--- config.mk ---
export PLATFORM = sky130hd
export DESIGN_NAME = time_alarm_counters
export DESIGN_NICKNAME = d
export VERILOG_FILES = /design/src/rtl/time_pkg.sv /design/src/rtl/bcd_mod_counter.sv /design/src/rtl/time_alarm_counters.sv
export SDC_FILE = /design/constraint.sdc
export NUM_CORES = 1
export LEC_CHECK = 0
export ABC_AREA = 0
export CORE_ASPECT_RATIO = 1.5
export CORE_MARGIN = 10
export CORE_UTILIZATION = 50
export CTS_CLUSTER_DIAMETER = 100
export DETAILED_ROUTE_END_ITERATION = 10
export HOLD_SLACK_MARGIN = 0.15
export PLACE_DENSITY = 0.76
export SLEW_MARGIN = 10
export SYNTH_ARGS = -nofsm -noshare
export SYNTH_HDL_FRONTEND = slang
export SYNTH_SLANG_ARGS = --single-unit
--- constraint.sdc ---
create_clock -name ck -period 3.7 [get_ports ck]
set_input_delay 0.37 -clock ck [delete_from_list [all_inputs] [get_ports ck]]
set_output_delay 0.37 -clock ck [all_outputs]
set_load 0.02 [all_outputs]
--- src/rtl/time_pkg.sv ---
// Shared constants, ring FSM encoding and BCD helpers for the time/alarm counters.
package time_pkg;
  localparam int MIN_W   = 7;
  localparam int HR_W    = 6;
  localparam int MIN_MAX = 59;
  localparam int HR_MAX  = 23;

  typedef enum logic {
    IDLE    = 1'b0,
    RINGING = 1'b1
  } ring_state_e;

  function automatic logic [6:0] bin_to_bcd(input int unsigned v);
    logic [3:0] t;
    logic [3:0] u;
    t = 4'(v / 10);
    u = 4'(v % 10);
    return {t[2:0], u};
  endfunction

  // One BCD step with wrap to zero at max_bin; hour values travel zero-extended.
  function automatic logic [6:0] bcd_step(input logic [6:0] v, input int unsigned max_bin);
    logic [6:0] r;
    if (v == bin_to_bcd(max_bin)) r = '0;
    else if (v[3:0] == 4'd9)      r = {v[6:4] + 3'd1, 4'd0};
    else                          r = {v[6:4], v[3:0] + 4'd1};
    return r;
  endfunction
endpackage

--- src/rtl/bcd_mod_counter.sv ---
// Two-digit BCD counter wrapping from MOD_TENS/MOD_UNITS to zero, with carry on wrap.
module bcd_mod_counter
  import time_pkg::*;
#(
  parameter int TENS_W    = 3,
  parameter int MOD_TENS  = 5,
  parameter int MOD_UNITS = 9
) (
  input  logic              ck,
  input  logic              reset,
  input  logic [TENS_W+3:0] rst_val,
  input  logic              inc,
  output logic [TENS_W+3:0] value,
  output logic              carry_out
);
  localparam int W = TENS_W + 4;
  localparam int unsigned MAX_BIN = MOD_TENS * 10 + MOD_UNITS;

  logic [W-1:0] value_q, value_d;

  always_comb begin
    value_d = value_q;
    if (inc) value_d = W'(bcd_step(7'(value_q), MAX_BIN));
  end

  always_ff @(posedge ck) begin
    if (reset) value_q <= rst_val;
    else       value_q <= value_d;
  end

  assign value     = value_q;
  assign carry_out = inc && (7'(value_q) == bin_to_bcd(MAX_BIN));
endmodule

--- src/rtl/time_alarm_counters.sv ---
// Clock and alarm HH:MM BCD registers with increment pulses and a timed alarm ring.
module time_alarm_counters
  import time_pkg::*;
#(
  parameter int ALARM_RST_HR  = 7,
  parameter int ALARM_RST_MIN = 0,
  parameter int RING_MINUTES  = 1
) (
  input  logic       ck,
  input  logic       reset,
  input  logic       up_clock60,
  input  logic       up_alarm60,
  input  logic       up_clock_hr,
  input  logic       up_alarm_hr,
  input  logic       alarm_en,
  input  logic       alarm_off,
  output logic [5:0] clk_hr,
  output logic [6:0] clk_min,
  output logic [5:0] alm_hr,
  output logic [6:0] alm_min,
  output logic       ring
);
  logic        clk_min_carry, alm_min_carry;
  logic        clk_hr_inc, alm_hr_inc;
  logic        clk_hr_carry_unused, alm_hr_carry_unused;
  logic [6:0]  clk_min_next;
  logic [5:0]  clk_hr_next;
  logic        ring_start;
  ring_state_e state_q, state_d;
  logic [3:0]  ring_cnt_q, ring_cnt_d;

  // A minute wrap and a direct hour pulse in the same cycle bump the hour once.
  assign clk_hr_inc = clk_min_carry | up_clock_hr;
  assign alm_hr_inc = alm_min_carry | up_alarm_hr;

  bcd_mod_counter #(.TENS_W(3), .MOD_TENS(5), .MOD_UNITS(9)) u_clk_min (
    .ck(ck), .reset(reset), .rst_val(7'd0), .inc(up_clock60),
    .value(clk_min), .carry_out(clk_min_carry));

  bcd_mod_counter #(.TENS_W(2), .MOD_TENS(2), .MOD_UNITS(3)) u_clk_hr (
    .ck(ck), .reset(reset), .rst_val(6'd0), .inc(clk_hr_inc),
    .value(clk_hr), .carry_out(clk_hr_carry_unused));

  bcd_mod_counter #(.TENS_W(3), .MOD_TENS(5), .MOD_UNITS(9)) u_alm_min (
    .ck(ck), .reset(reset), .rst_val(bin_to_bcd(ALARM_RST_MIN)), .inc(up_alarm60),
    .value(alm_min), .carry_out(alm_min_carry));

  bcd_mod_counter #(.TENS_W(2), .MOD_TENS(2), .MOD_UNITS(3)) u_alm_hr (
    .ck(ck), .reset(reset), .rst_val(6'(bin_to_bcd(ALARM_RST_HR))), .inc(alm_hr_inc),
    .value(alm_hr), .carry_out(alm_hr_carry_unused));

  // The start compare uses the upcoming clock against the alarm as it is now,
  // so moving the alarm onto the current time never starts the ring.
  always_comb begin
    clk_min_next = up_clock60 ? bcd_step(clk_min, MIN_MAX) : clk_min;
    clk_hr_next  = clk_hr_inc ? 6'(bcd_step(7'(clk_hr), HR_MAX)) : clk_hr;
    ring_start   = (up_clock60 | up_clock_hr) & alarm_en &
                   (clk_hr_next == alm_hr) & (clk_min_next == alm_min);
  end

  always_comb begin
    state_d    = state_q;
    ring_cnt_d = ring_cnt_q;
    case (state_q)
      IDLE: begin
        if (ring_start && !alarm_off) begin
          state_d    = RINGING;
          ring_cnt_d = 4'(RING_MINUTES);
        end
      end
      RINGING: begin
        if (alarm_off || !alarm_en) begin
          state_d    = IDLE;
          ring_cnt_d = '0;
        end else if (up_clock60) begin
          if (ring_cnt_q == 4'd1) begin
            state_d    = IDLE;
            ring_cnt_d = '0;
          end else begin
            ring_cnt_d = ring_cnt_q - 4'd1;
          end
        end
      end
      default: begin
        state_d    = IDLE;
        ring_cnt_d = '0;
      end
    endcase
  end

  always_ff @(posedge ck) begin
    if (reset) begin
      state_q    <= IDLE;
      ring_cnt_q <= '0;
    end else begin
      state_q    <= state_d;
      ring_cnt_q <= ring_cnt_d;
    end
  end

  assign ring = (state_q == RINGING);
endmodule

==> flow_summary.ini <==
[route]
viasPerCell = 5.76
drc_errors = 0
drt-total-wl_mm = 4.48
ant_nets = 0
num_vias = 1775
wire_per_inst_um = 14.6
first_iter_violations = 83
detail_route.first_pass.iterations = 5

[clocking]
clock-root-buffer = clkbuf_8
cts_buffer_depth = 2
cts_setup_buffers = 0
postCtsResizedCells = 0
path_clk_slew_ns = 0.06
cts_tree = done
clk_latency_ns = 0.28
htree_levels = 2
cts_made_buffers = 5
cts_hold_buf = 0
cts_sinks = 31

[yosys]
yosysTopAreaCellShare_pct = 32.1
yosys.area.top_type = dfxtp_1
ys_types = 53
syn_area_mm2 = 0.00193
ys.flop_type = dfxtp_1
yosysWarningCount = 0
yosysSeqAreaShare_pct = 32.1
synth.area.top_cells = dfxtp_1, ha_1, nor2_1, a21oi_1, o21ai_0
synth-edff-count = 0
syn_inst = 233
synth.avg_cell_area_um2 = 8.29
async_flop_share_pct = 0
syn-num-nets = 255
synth_seq_cells = 31

[die]
io_pins = 35
die_area_mm2 = 0.00680
start_util_pct = 52.0
rows = 27
die_w_um = 70.7
core_area_mm2 = 0.00372
fp.dieH_um = 96.1

[setup_path]
start_kind = input port
cp_max_fo = 12
setup.worst_path.end_class = flop
crit_type = in2reg
cp_data_required_time_ns = 3.88
crit_arrival_ns = 2.95

[layout]
drive_gt1_share_pct = 6.04
syn_to_final_growth_pct = 22.2
antennaDiodeCount = 0
nets = 288
final_util_pct = 63.5
finalNonFillerCells = 308

[timing]
fin_crit_ns = 2.77
setup_viol = 0
hold_viol = 0
period_share_pct = 74.8
grt_setup_unrepaired = false
slew_headroom_pct = 64.8
tightest_slew_ns = 0.526
hold_slack_ns = 0.525
fmax_ghz = 0.361
final.setup.tns_ns = 0
skew_ns = 0.00463
drv_slew = 0

[grt]
grt_pass1_vias = 1758
globalRouteTotalUtil_pct = 13.4
overflow = 0
grt_start_max_net_pins = 15
grt_antenna_before_repair = 0
grt_pass1_wl_mm = 7.62

[place]
gp_congestion = 0.862
dp_hpwl_mm = 3.54
dp.cells = 302
io_buffers = 34

[power_and_ir_drop]
leakagePower_nw = 0.860
finalPower_mw = 0.728
ir_drop_mv = 0.330
powerDensity_mw_per_mm2 = 309

[min_path]
worstHoldPathType = reg2reg

[run_status]
status = finished, final reports clean

[run]
cap_violations = 0
cell usage in the layout (no fill, tap or decap), drive strengths merged, types with 3 or more instances in the layout:
master         Yosys  layout
a21oi             18      18
nor2              25      25
nand2             13      13
inv               11      11
a211oi             3       3
or2                3       3
nor2b              5       5
nand3b             4       4
nand3              6       6
o21ai             17      17
o31ai              3       3
nor3b              5       5
nor3              14      14
xor2               4       4
ha                14      14
mux2i              5       5
clkdlybuf4s50      0      34
dfxtp             31      31
clkbuf             5       6
xnor2              8       8
cell type report:
| type | count | area, um^2 |
|---|---|---|
| multi-input cells | 182 | 1220 |
| clock buffers | 6 | 72.6 |
| repair buffers | 35 | 348 |
| inverters | 11 | 41.3 |
| well taps | 43 | 53.8 |
| fillers | 347 | 1360 |
| flip-flops and latches | 31 | 621 |
cell families after synthesis:
family	after synthesis	share of synthesized area [%]
multiplexers	5	2.59
AO/OA/AOI/OAI	55	18.1
AND/OR/NAND/NOR	96	28.2
flip-flops	31	32.1
XOR/XNOR	12	5.44
adder cells (fa/ha/maj)	14	9.07
buffers and inverters	20	4.47
power breakdown:
part	switching (mW)	internal, mW	total (mW)	leakage, nW
Clock	0.117	0.125	0.242	0.0371
Sequential	0.0219	0.345	0.367	0.252
Combinational	0.0624	0.0564	0.119	0.571
worst max-delay path: stages:
cell and delay [ns]:
clkdlybuf4s50_1 0.70, and4b_1 0.46, a31oi_4 0.16, nor3_2 0.23, nor3_1 0.08, nor4b_2 0.32
and4_4 0.29, o22ai_1 0.08, a32o_1 0.26
per-stage QoR:
| step | area (um^2) | setup slack (ns) |
|---|---|---|
| floorplan | 1930 | 1.16 |
| finish | 2360 | 0.931 |
| CTS | 2360 | 0.906 |
| detailed placement | 2290 | 0.591 |
| global placement | 2290 | 0.650 |
| global route | 2360 | 0.699 |
flip-flops by register name, summed over array words and instances (netlist names):
name and cells:
u_clk_hr.value 6, ring 1, u_alm_min.value 7, u_alm_hr.value 6, ring_cnt_q 4, u_clk_min.value 7
per-layer routing:
| layer | wire length (um) | track usage (%) | up-vias |
|---|---|---|---|
| met3 | 242 | 4.22 | 10 |
| met4 | 97 | 6.31 | 0 |
| met1 | 1740 | 13.1 | 820 |
| met2 | 2410 | 25.1 | 39 |
| li1 | - | - | 906 |
| met5 | 0 | 0 | - |
synthesized netlist by cell type (2+ instances only):
master / count
nand3b_1: 4
mux2i_1: 5
or3_1: 2
or2_2: 3
nor3_1: 13
nand4_1: 2
xor2_1: 4
xnor2_1: 8
nor2_1: 25
o21a_1: 2
nor2b_1: 5
o22ai_1: 2
nand3_1: 6
dfxtp_1: 31
o21ai_1: 3
o31ai_1: 3
nor4_1: 2
inv_1: 11
o21ai_0: 14
a211oi_1: 3
ha_1: 14
nand2_1: 13
buf_1: 2
a21oi_1: 18
nor3b_1: 5
and4b_1: 2
clkbuf_1: 5
final timing paths:
| path | from | to | slack, ns | cells past startpoint |
|---|---|---|---|---|
| worst max-delay path | up_clock60 | ring_cnt_q[3] | 0.93 | 9 |
| worst min-delay path | u_alm_min.value[6] | u_alm_min.value[6] | 0.52 | 2 |
| worst max register to register | u_clk_min.value[0] | ring_cnt_q[3] | 1.05 | 9 |
| worst min register to register | u_alm_min.value[6] | u_alm_min.value[6] | 0.52 | 2 |
Note: power is estimated with default switching activity, not from simulation.
